`src/rtl/joy_event_encoder.sv`:
```
// Joystick event encoder: resynchronises and debounces twelve active-low button lines,
// presents them as an active-high level bus and streams one press/release byte per change.
module joy_event_encoder #(
   parameter int CLK_DIV      = 1024,
   parameter int STABLE_TICKS = 4
) (
   input  logic        clk,
   input  logic        clock_locked,
   input  logic [5:0]  joy1_n,
   input  logic [5:0]  joy2_n,
   output logic [11:0] joy_state,
   output logic        ev_valid,
   output logic [7:0]  ev_data,
   input  logic        ev_ready
);

   localparam int            TW          = $clog2(CLK_DIV);
   localparam logic [TW-1:0] TICK_LAST   = TW'(CLK_DIV - 1);
   localparam logic [2:0]    STABLE_LAST = 3'(STABLE_TICKS);
   localparam logic [3:0]    LAST_IDX    = 4'd11;

   typedef enum logic {SCAN, OFFER} state_t;

   logic [11:0]   meta_q;
   logic [11:0]   sync_q;
   logic [TW-1:0] tick_cnt_q;
   logic          tick;
   logic [11:0]   deb_q;
   logic [11:0]   deb_d;
   logic [2:0]    cnt_q [12];
   logic [2:0]    cnt_d [12];
   logic [11:0]   joy_state_q;
   logic [11:0]   rep_q;
   logic [3:0]    idx_q;
   logic [3:0]    lat_idx_q;
   logic          snap_q;
   state_t        state_q;
   logic          ev_valid_q;
   logic [7:0]    ev_data_q;

   function automatic logic [3:0] next_idx(input logic [3:0] i);
      return (i == LAST_IDX) ? 4'd0 : i + 4'd1;
   endfunction

   function automatic logic [7:0] event_byte(input logic [3:0] i, input logic released);
      logic       is_p2;
      logic [2:0] bit_i;
      is_p2 = (i >= 4'd6);
      bit_i = is_p2 ? 3'(i - 4'd6) : i[2:0];
      return {released, is_p2, 3'b000, bit_i};
   endfunction

   // NOTE: sequential state is always assigned with <= so every flop samples pre-edge values.
   always_ff @(posedge clk or negedge clock_locked) begin
      if (!clock_locked) begin
         meta_q <= '1;
         sync_q <= '1;
      end else begin
         meta_q <= {joy2_n, joy1_n};
         sync_q <= meta_q;
      end
   end

   assign tick = (tick_cnt_q == TICK_LAST);

   always_ff @(posedge clk or negedge clock_locked) begin
      if (!clock_locked) tick_cnt_q <= '0;
      else               tick_cnt_q <= tick ? '0 : tick_cnt_q + TW'(1);
   end

   // NOTE: every always_comb output gets a default first, so no path can infer a latch.
   always_comb begin
      deb_d = deb_q;
      for (int i = 0; i < 12; i++) begin
         cnt_d[i] = cnt_q[i];
         if (sync_q[i] == deb_q[i]) begin
            cnt_d[i] = '0;
         end else if (tick) begin
            if (cnt_q[i] + 3'd1 == STABLE_LAST) begin
               deb_d[i] = sync_q[i];
               cnt_d[i] = '0;
            end else begin
               cnt_d[i] = cnt_q[i] + 3'd1;
            end
         end
      end
   end

   // NOTE: the per-bit counters are plain flops, not a RAM, so resetting them is cheap and safe.
   always_ff @(posedge clk or negedge clock_locked) begin
      if (!clock_locked) begin
         deb_q       <= '1;
         joy_state_q <= '0;
         for (int i = 0; i < 12; i++) cnt_q[i] <= '0;
      end else begin
         deb_q       <= deb_d;
         joy_state_q <= ~deb_q;
         for (int i = 0; i < 12; i++) cnt_q[i] <= cnt_d[i];
      end
   end

   // rep_q holds what the consumer has been told; it only moves on a completed handshake.
   always_ff @(posedge clk or negedge clock_locked) begin
      if (!clock_locked) begin
         state_q    <= SCAN;
         idx_q      <= '0;
         lat_idx_q  <= '0;
         snap_q     <= 1'b1;
         rep_q      <= '1;
         ev_valid_q <= 1'b0;
         ev_data_q  <= '0;
      end else begin
         case (state_q)
            SCAN: begin
               if (deb_q[idx_q] != rep_q[idx_q]) begin
                  ev_data_q  <= event_byte(idx_q, deb_q[idx_q]);
                  snap_q     <= deb_q[idx_q];
                  lat_idx_q  <= idx_q;
                  ev_valid_q <= 1'b1;
                  state_q    <= OFFER;
               end else begin
                  idx_q <= next_idx(idx_q);
               end
            end
            OFFER: begin
               if (ev_ready) begin
                  rep_q[lat_idx_q] <= snap_q;
                  ev_valid_q       <= 1'b0;
                  idx_q            <= next_idx(lat_idx_q);
                  state_q          <= SCAN;
               end
            end
            default: state_q <= SCAN;
         endcase
      end
   end

   assign joy_state = joy_state_q;
   assign ev_valid  = ev_valid_q;
   assign ev_data   = ev_data_q;

endmodule

```
`config.mk`:
```
export PLATFORM = sky130hd
export DESIGN_NAME = joy_event_encoder
export DESIGN_NICKNAME = d
export VERILOG_FILES = /design/src/rtl/joy_event_encoder.sv
export SDC_FILE = /design/constraint.sdc
export NUM_CORES = 1
export LEC_CHECK = 0
export BUFFER_PORTS_ARGS = -buffer_cell sky130_fd_sc_hd__buf_2
export CAP_MARGIN = 10
export CORE_ASPECT_RATIO = 0.9
export CORE_UTILIZATION = 62
export DETAILED_ROUTE_END_ITERATION = 10
export PLACE_DENSITY = 0.92
export SYNTH_ARGS = -nofsm -noshare
export SYNTH_HDL_FRONTEND = slang
export SYNTH_SLANG_ARGS = --single-unit
```
`constraint.sdc`:
```
create_clock -name clk -period 6.26 [get_ports clk]
set_input_delay 0.313 -clock clk [delete_from_list [all_inputs] [get_ports clk]]
set_output_delay 0.313 -clock clk [all_outputs]
set_load 0.01 [all_outputs]
```
==> results of run 1 <==
-- power groups by stage --
stage / clock, mW / combinational, mW / sequential (mW)
finish: 0.946 / 0.488 / 1.01
global route: 0.993 / 0.532 / 1.02
CTS: 0.950 / 0.484 / 1.00
detailed placement: 0 / 0.466 / 1.01
global placement: 0 / 0.447 / 1.00
floorplan: 0 / 0.394 / 0.959
-- registers in the layout (all words and copies together), names as in the netlist --
name,cells
tick_cnt_q,10
deb_q,12
idx_q,4
joy_state,12
sync_q,12
meta_q,12
cnt_q,36
rep_q,12
snap_q,1
ev_valid,1
ev_data,4
state_q,1
lat_idx_q,4
-- cells in the mapped netlist (all sizes together) (4+ instances only) --
master	number	area, µm²
nor2	31	116
dfrtp	72	1800
nand2	81	304
o21ai	30	150
dfstp	49	1290
nand3	13	70.1
xor2	16	140
or4b	12	120
mux2	17	210
ha	32	400
nand3b	12	90.1
and3	5	31.3
mux4	4	90.1
mux2i	9	90.1
a21oi	39	206
clkbuf	11	41.3
inv	24	90.1
buf	7	50.0
xnor2	15	131
-- worst max-delay path by stage --
stage | slack [ns] | to | depth (start not counted) | startpoint
4_1_cts | 3.31 | ev_data[6] | 6 | idx_q[0]
2_1_floorplan | 3.91 | ev_data[1] | 6 | idx_q[0]
3_3_place_gp | 3.46 | ev_data[6] | 6 | idx_q[0]
5_1_grt | 3.20 | ev_data[6] | 6 | idx_q[0]
6_report | 3.28 | ev_data[6] | 6 | idx_q[0]
3_5_place_dp | 3.36 | lat_idx_q[1] | 6 | idx_q[0]
-- per-stage QoR --
stage | hold WS (ns) | utilization (%)
2_1_floorplan | 0.0174 | -
4_1_cts | 0.0181 | 75.9
3_5_place_dp | 0.259 | 67.7
6_report | 0.0351 | 75.9
3_3_place_gp | 0.256 | 67.7
5_1_grt | 0.0451 | 75.9
-- final cells by class --
| class | instances | area [µm²] | area share (%) |
|---|---|---|---|
| flip-flops and latches | 121 | 3090 | 46.6 |
| inverters | 24 | 90.1 | 1.36 |
| clock inverters | 8 | 53.8 | 0.812 |
| repair buffers | 48 | 315 | 4.76 |
| clock buffers | 24 | 534 | 8.06 |
| well taps | 119 | 149 | 2.25 |
| multi-input cells | 348 | 2390 | 36.1 |
-- cells by family after synthesis --
logic type / synth area share [%]
muxes: 6.90
other: 0.0663
DFF: 54.6
AOI/OAI and AO/OA: 9.36
buffers and inverters: 3.21
xor gates and xnor gates: 4.80
adders and majority gates: 7.08
and+or+nand+nor: 14.0
-- metal layers --
metal | share of wire, % | track usage, % | wire, µm
met2 | 52 | 47.4 | 6290
met3 | 5.7 | 7.92 | 691
met1 | 38 | 32.6 | 4620
met5 | 0 | 0 | 0
met4 | 3.9 | 14.0 | 473
-- worst max-delay path: cells and delay by family (launching register included) --
| kind | cells | cell delay [ns] |
|---|---|---|
| flip-flops | 1 | 0.74 |
| multiplexers | 2 | 0.92 |
| AO/OA/AOI/OAI | 2 | 0.79 |
| AND/OR/NAND/NOR | 2 | 0.39 |
==> impl_metrics.ini, run 1 <==
[cts]
htreeDepth = 4
cts_sinks = 121
cts_setup_buffers = 0
cts_hold_buf = 13
cts_tree = yes
cts-resized-gates = 0
clkLatencyLatePin_ns = 0.53
cts-root-buf = clkbuf_8
cts_buffers = 17
clk_pin_slew_ns = 0.06
cts.path.max_buffers = 2

[global_route]
grt_pass1_vias = 4213
grt_pass1_wl_um = 19800
grt-ovfl-total = 0
grt_usage_pct = 28.1
antenna_found_initial = 0
grt_start_max_net_pins = 93

[synthesis]
synth_area_um2 = 5660
ys.flop_type = dfrtp_1
synth_seq_cells = 121
synth_warnings = 0
syn_inst = 509
synth_cell_types = 47
synth_edf_count = 0
avgSynthCellArea_um2 = 11.1
yosysSeqAreaShare_pct = 54.6
async_flop_share_pct = 100

[sta]
fin_tns_setup_ns = 0
maxSlewHeadroom_pct = 26.2
skew_ns = 0.0106
tightest_slew_ns = 1.11
period_share_pct = 47.6
drv_slew = 0
rsz0062_at_grt = false
fmax_mhz = 336
setup_slack_ns = 3.28
report.final.setup_viol = 0
period_needed_ns = 2.98
hold_viol = 0

[power_and_ir_drop]
combPwrFrac_pct = 20.0
power_density_nw_per_um2 = 368
clkPwrFrac_pct = 38.8
power.leakage_nw = 2.87
seqPwrFrac_pct = 41.2
internal_power_mw = 1.71
p_total_mw = 2.44
ir_drop_mv = 0.310
switching_power_uw = 729
switching_share_pct = 29.9

[status]
status = complete, no violations

[placed_design]
dpl.cell_count = 647
post-place-ws_ns = 3.36
io_buffers = 32
placed_cell_area_um2 = 5910
gp_congestion = 0.932
place_hpwl_um = 7210

[critical_path]
cp.required_ns = 6.66
setup.worst_path.class = reg2reg
rrSetupSlack_ns = 3.28
cp-start-kind = flip-flop
critical_path_arrival_ns = 3.38
rr_worst_depth = 6
r2r-end = ev_data[6]
path_cells = mux4_2 -> nand2b_1 -> a32oi_2 -> nand3_2 -> a21oi_4 -> mux2_4
r2r_start = idx_q[0]
cp_max_fo = 13
cp-end-kind = flip-flop
crit_path_top_delay_cell = dfrtp_1
critPathMaxStageDelay_ns = 0.74

[floorplan]
num_rows = 32
io_pins = 36
die_w_um = 103
core_area_um2 = 8730
design.die.area_um2 = 9510
start_util_pct = 64.8
die_height_um = 92.6

[min_path]
whs_path_depth = 2
hp-start = ev_ready
hold_end = ev_valid
hp-class = in2reg

[cells_and_area]
fillers = 547
finalInstanceArea_um2 = 6630
layout_common_cells = nand2_1, dfrtp_1, dfstp_2
diodes = 0
mostFrequentLayoutCell = nand2_1
syn_to_final_growth_pct = 17.1
fin_cells = 692
drive_above_1_share_pct = 24.8
num-nets-final = 607

[drt]
first_iter_violations = 341
wl_per_cell_um = 17.4
drtAntennaViolNets = 0
drt_wl_total_um = 12100
num_vias = 4087
firstDrtPassIters = 5
route.detailed.drc = 0
viasPerCell = 5.91

[run]
maxCapViolCount = 0
No activity file was read; power rests on OpenSTA's default activity.
==> run 2, diff against run 1 <==
Settings changed: ABC_AREA set to 1, CORE_UTILIZATION 62 to 60, PLACE_DENSITY 0.92 to 0.9.
Clock period 6.26 ns to 2.8 ns, I/O delays scaled along.
==> impl_metrics.ini, run 2 <==
[status]
status = complete, no violations

[synthesis]
synthTopCellsByArea = dfrtp_1, dfstp_2, ha_1
async_flop_share_pct = 100
synthTopCellsByCount = nand2_1, nand3_1, dfrtp_1, inv_1, dfstp_2
avgSynthCellArea_um2 = 9.87
synth_seq_cells = 121
syn_inst = 578
synth_cell_types = 29
yosysTopAreaCellShare_pct = 31.6
yosysSeqAreaShare_pct = 54.1
yosysTopAreaCell = dfrtp_1
synth_area_um2 = 5710
synth_most_common_cell = nand2_1
synth_warnings = 0
synth_edf_count = 0
ys.flop_type = dfrtp_1

[critical_path]
setup.worst_path.class = reg2reg
cp-start-kind = flip-flop
crit_buf_inv = 2
path_cells = inv_2 -> nand2_1 -> nand3_1 -> nand3_1 -> nand3_1 -> nand2_1 -> inv_1 -> nand2_1 -> nand3_2 -> nand3_1 -> nand2_1
rrSetupSlack_ns = 0.44
crit_path_top_delay_cell = dfrtp_1
cp-end-kind = flip-flop
critical_path_arrival_ns = 2.77
cp.required_ns = 3.20
path_delay_family = simple AND/OR/NAND/NOR gates
cp_max_fo = 23
critPathMaxStageDelay_ns = 0.72

[cells_and_area]
multi_input_area_um2 = 2280
regMostFlops = cnt_q
fillers = 559
drive_above_1_share_pct = 23.5
num-nets-final = 676
register_area_um2 = 3090
layout_common_cells = nand2_1, nand3_1, dfrtp_1
syn_to_final_growth_pct = 17.4
diodes = 0
largest_reg_flops = 36
mostFrequentLayoutCell = nand2_1

[sta]
fin_hold_ws_ns = 0.0397
fmax_mhz = 423
skew_ns = 0.00675
rsz0062_at_grt = false
hold_viol = 0
drv_slew = 0
period_share_pct = 84.4
fin_tns_setup_ns = 0
maxSlewHeadroom_pct = 46.9
report.final.setup_viol = 0
period_needed_ns = 2.36
tightest_slew_ns = 0.796

[floorplan]
io_pins = 36
design.die.area_um2 = 9910
die_w_um = 105
core_area_um2 = 9170
num_rows = 33
die_height_um = 94.5
start_util_pct = 62.3

[cts]
cts_sinks = 121
clk_pin_slew_ns = 0.06
cts-resized-gates = 0
cts_buffers = 17
htreeDepth = 4
cts_tree = yes
cts.path.max_buffers = 2
cts-root-buf = clkbuf_8
clkLatencyLatePin_ns = 0.52

[drt]
wl_met1_um = 5080
drtAntennaViolNets = 0
first_iter_violations = 234
route.detailed.drc = 0
wl_per_cell_um = 16.7
wl_met2_um = 6620
num_vias = 4407
drt_wl_total_um = 12800
firstDrtPassIters = 5
top_layer_used = met4
met3_length_um = 654
viasPerCell = 5.77

[power_and_ir_drop]
power_density_nw_per_um2 = 861
ir_drop_mv = 0.801
power.leakage_nw = 3.17

[min_path]
hp-class = in2reg

[global_route]
antenna_found_initial = 0
grt_usage_pct = 28.2
grt_pass1_wl_um = 21500
grt-ovfl-total = 0
grt_start_max_net_pins = 64
grt_pass1_vias = 4546

[run]
maxCapViolCount = 0

[placed_design]
place_hpwl_um = 7500
io_buffers = 32
gp_congestion = 0.913
run 2: cell types whose count changed in the layout (fill, tap and decap cells not counted), sizes merged, moves of 17 or more:
cell   delta
nand3    +68
inv      +34
o31ai    +23
nand2    +18
mux2     -17
run 2: path summary, 6_finish.rpt:
| check | from | to | depth (start not counted) |
|---|---|---|---|
| hold reg to reg | meta_q[11] | sync_q[11] | 0 |
| setup reg to reg | idx_q[0] | idx_q[0] | 11 |
| max in group asynchronous | clock_locked | deb_q[5] | 3 |
| hold / removal | ev_ready | state_q | 3 |
| min in group asynchronous | clock_locked | tick_cnt_q[3] | 2 |
| setup / recovery | idx_q[0] | idx_q[0] | 11 |
run 2: layer usage:
metal | GRT usage (%) | vias to the layer above
li1 | - | 2016
met1 | 33.4 | 2185
met2 | 49.2 | 162
met3 | 6.28 | 44
met4 | 14.0 | 0
met5 | 0 | -
run 2: power breakdown:
group	total (mW)	internal, mW	switching [mW]
sequential	2.23	2.02	0.208
clock	2.31	1.51	0.798
combinational	1.23	0.417	0.810
total	5.77	3.95	1.82
run 2: cell families after synthesis:
family | synth area share (%)
AOI/OAI and AO/OA | 10.2
buffers and inverters | 6.07
xor gates and xnor gates | 4.30
and+or+nand+nor | 18.2
adders and majority gates | 7.02
DFF | 54.1
other | 0.0657
run 2: what timing repair did:
item	CTS	global route
hold buffers	13	0
buffers inserted	0	0
hold endpoints to repair	43	0
run 2: cell type report:
class	count	area share (%)
flip-flops and latches	121	46.1
multi-input cells	381	34.0
clock buffers	21	6.85
repair buffers	48	4.89
inverters	60	3.36
clock inverters	11	2.52
well taps	122	2.28
run 2: worst register-to-register path: stages (launching register included):
cell and delay (ns):
dfrtp_1 0.72, inv_2 0.24, nand2_1 0.13, nand3_1 0.09, nand3_1 0.11, nand3_1 0.07
nand2_1 0.12, inv_1 0.07, nand2_1 0.08, nand3_2 0.33, nand3_1 0.21, nand2_1 0.08
run 2: metrics by stage:
| stage | cell area [µm²] | setup WS, ns | instances | utilization [%] | power (mW) |
|---|---|---|---|---|---|
| finish | 6700 | 0.437 | 764 | 73.1 | 5.77 |
| global route | 6700 | 0.185 | 764 | 73.1 | 6.03 |
| CTS | 6700 | 0.512 | 764 | 73.1 | 5.75 |
| detailed placement | 5940 | 0.550 | 719 | 64.8 | 3.42 |
| global placement | 5940 | 0.691 | 719 | 64.8 | 3.35 |
| floorplan | 5710 | 1.14 | 580 | - | 3.17 |
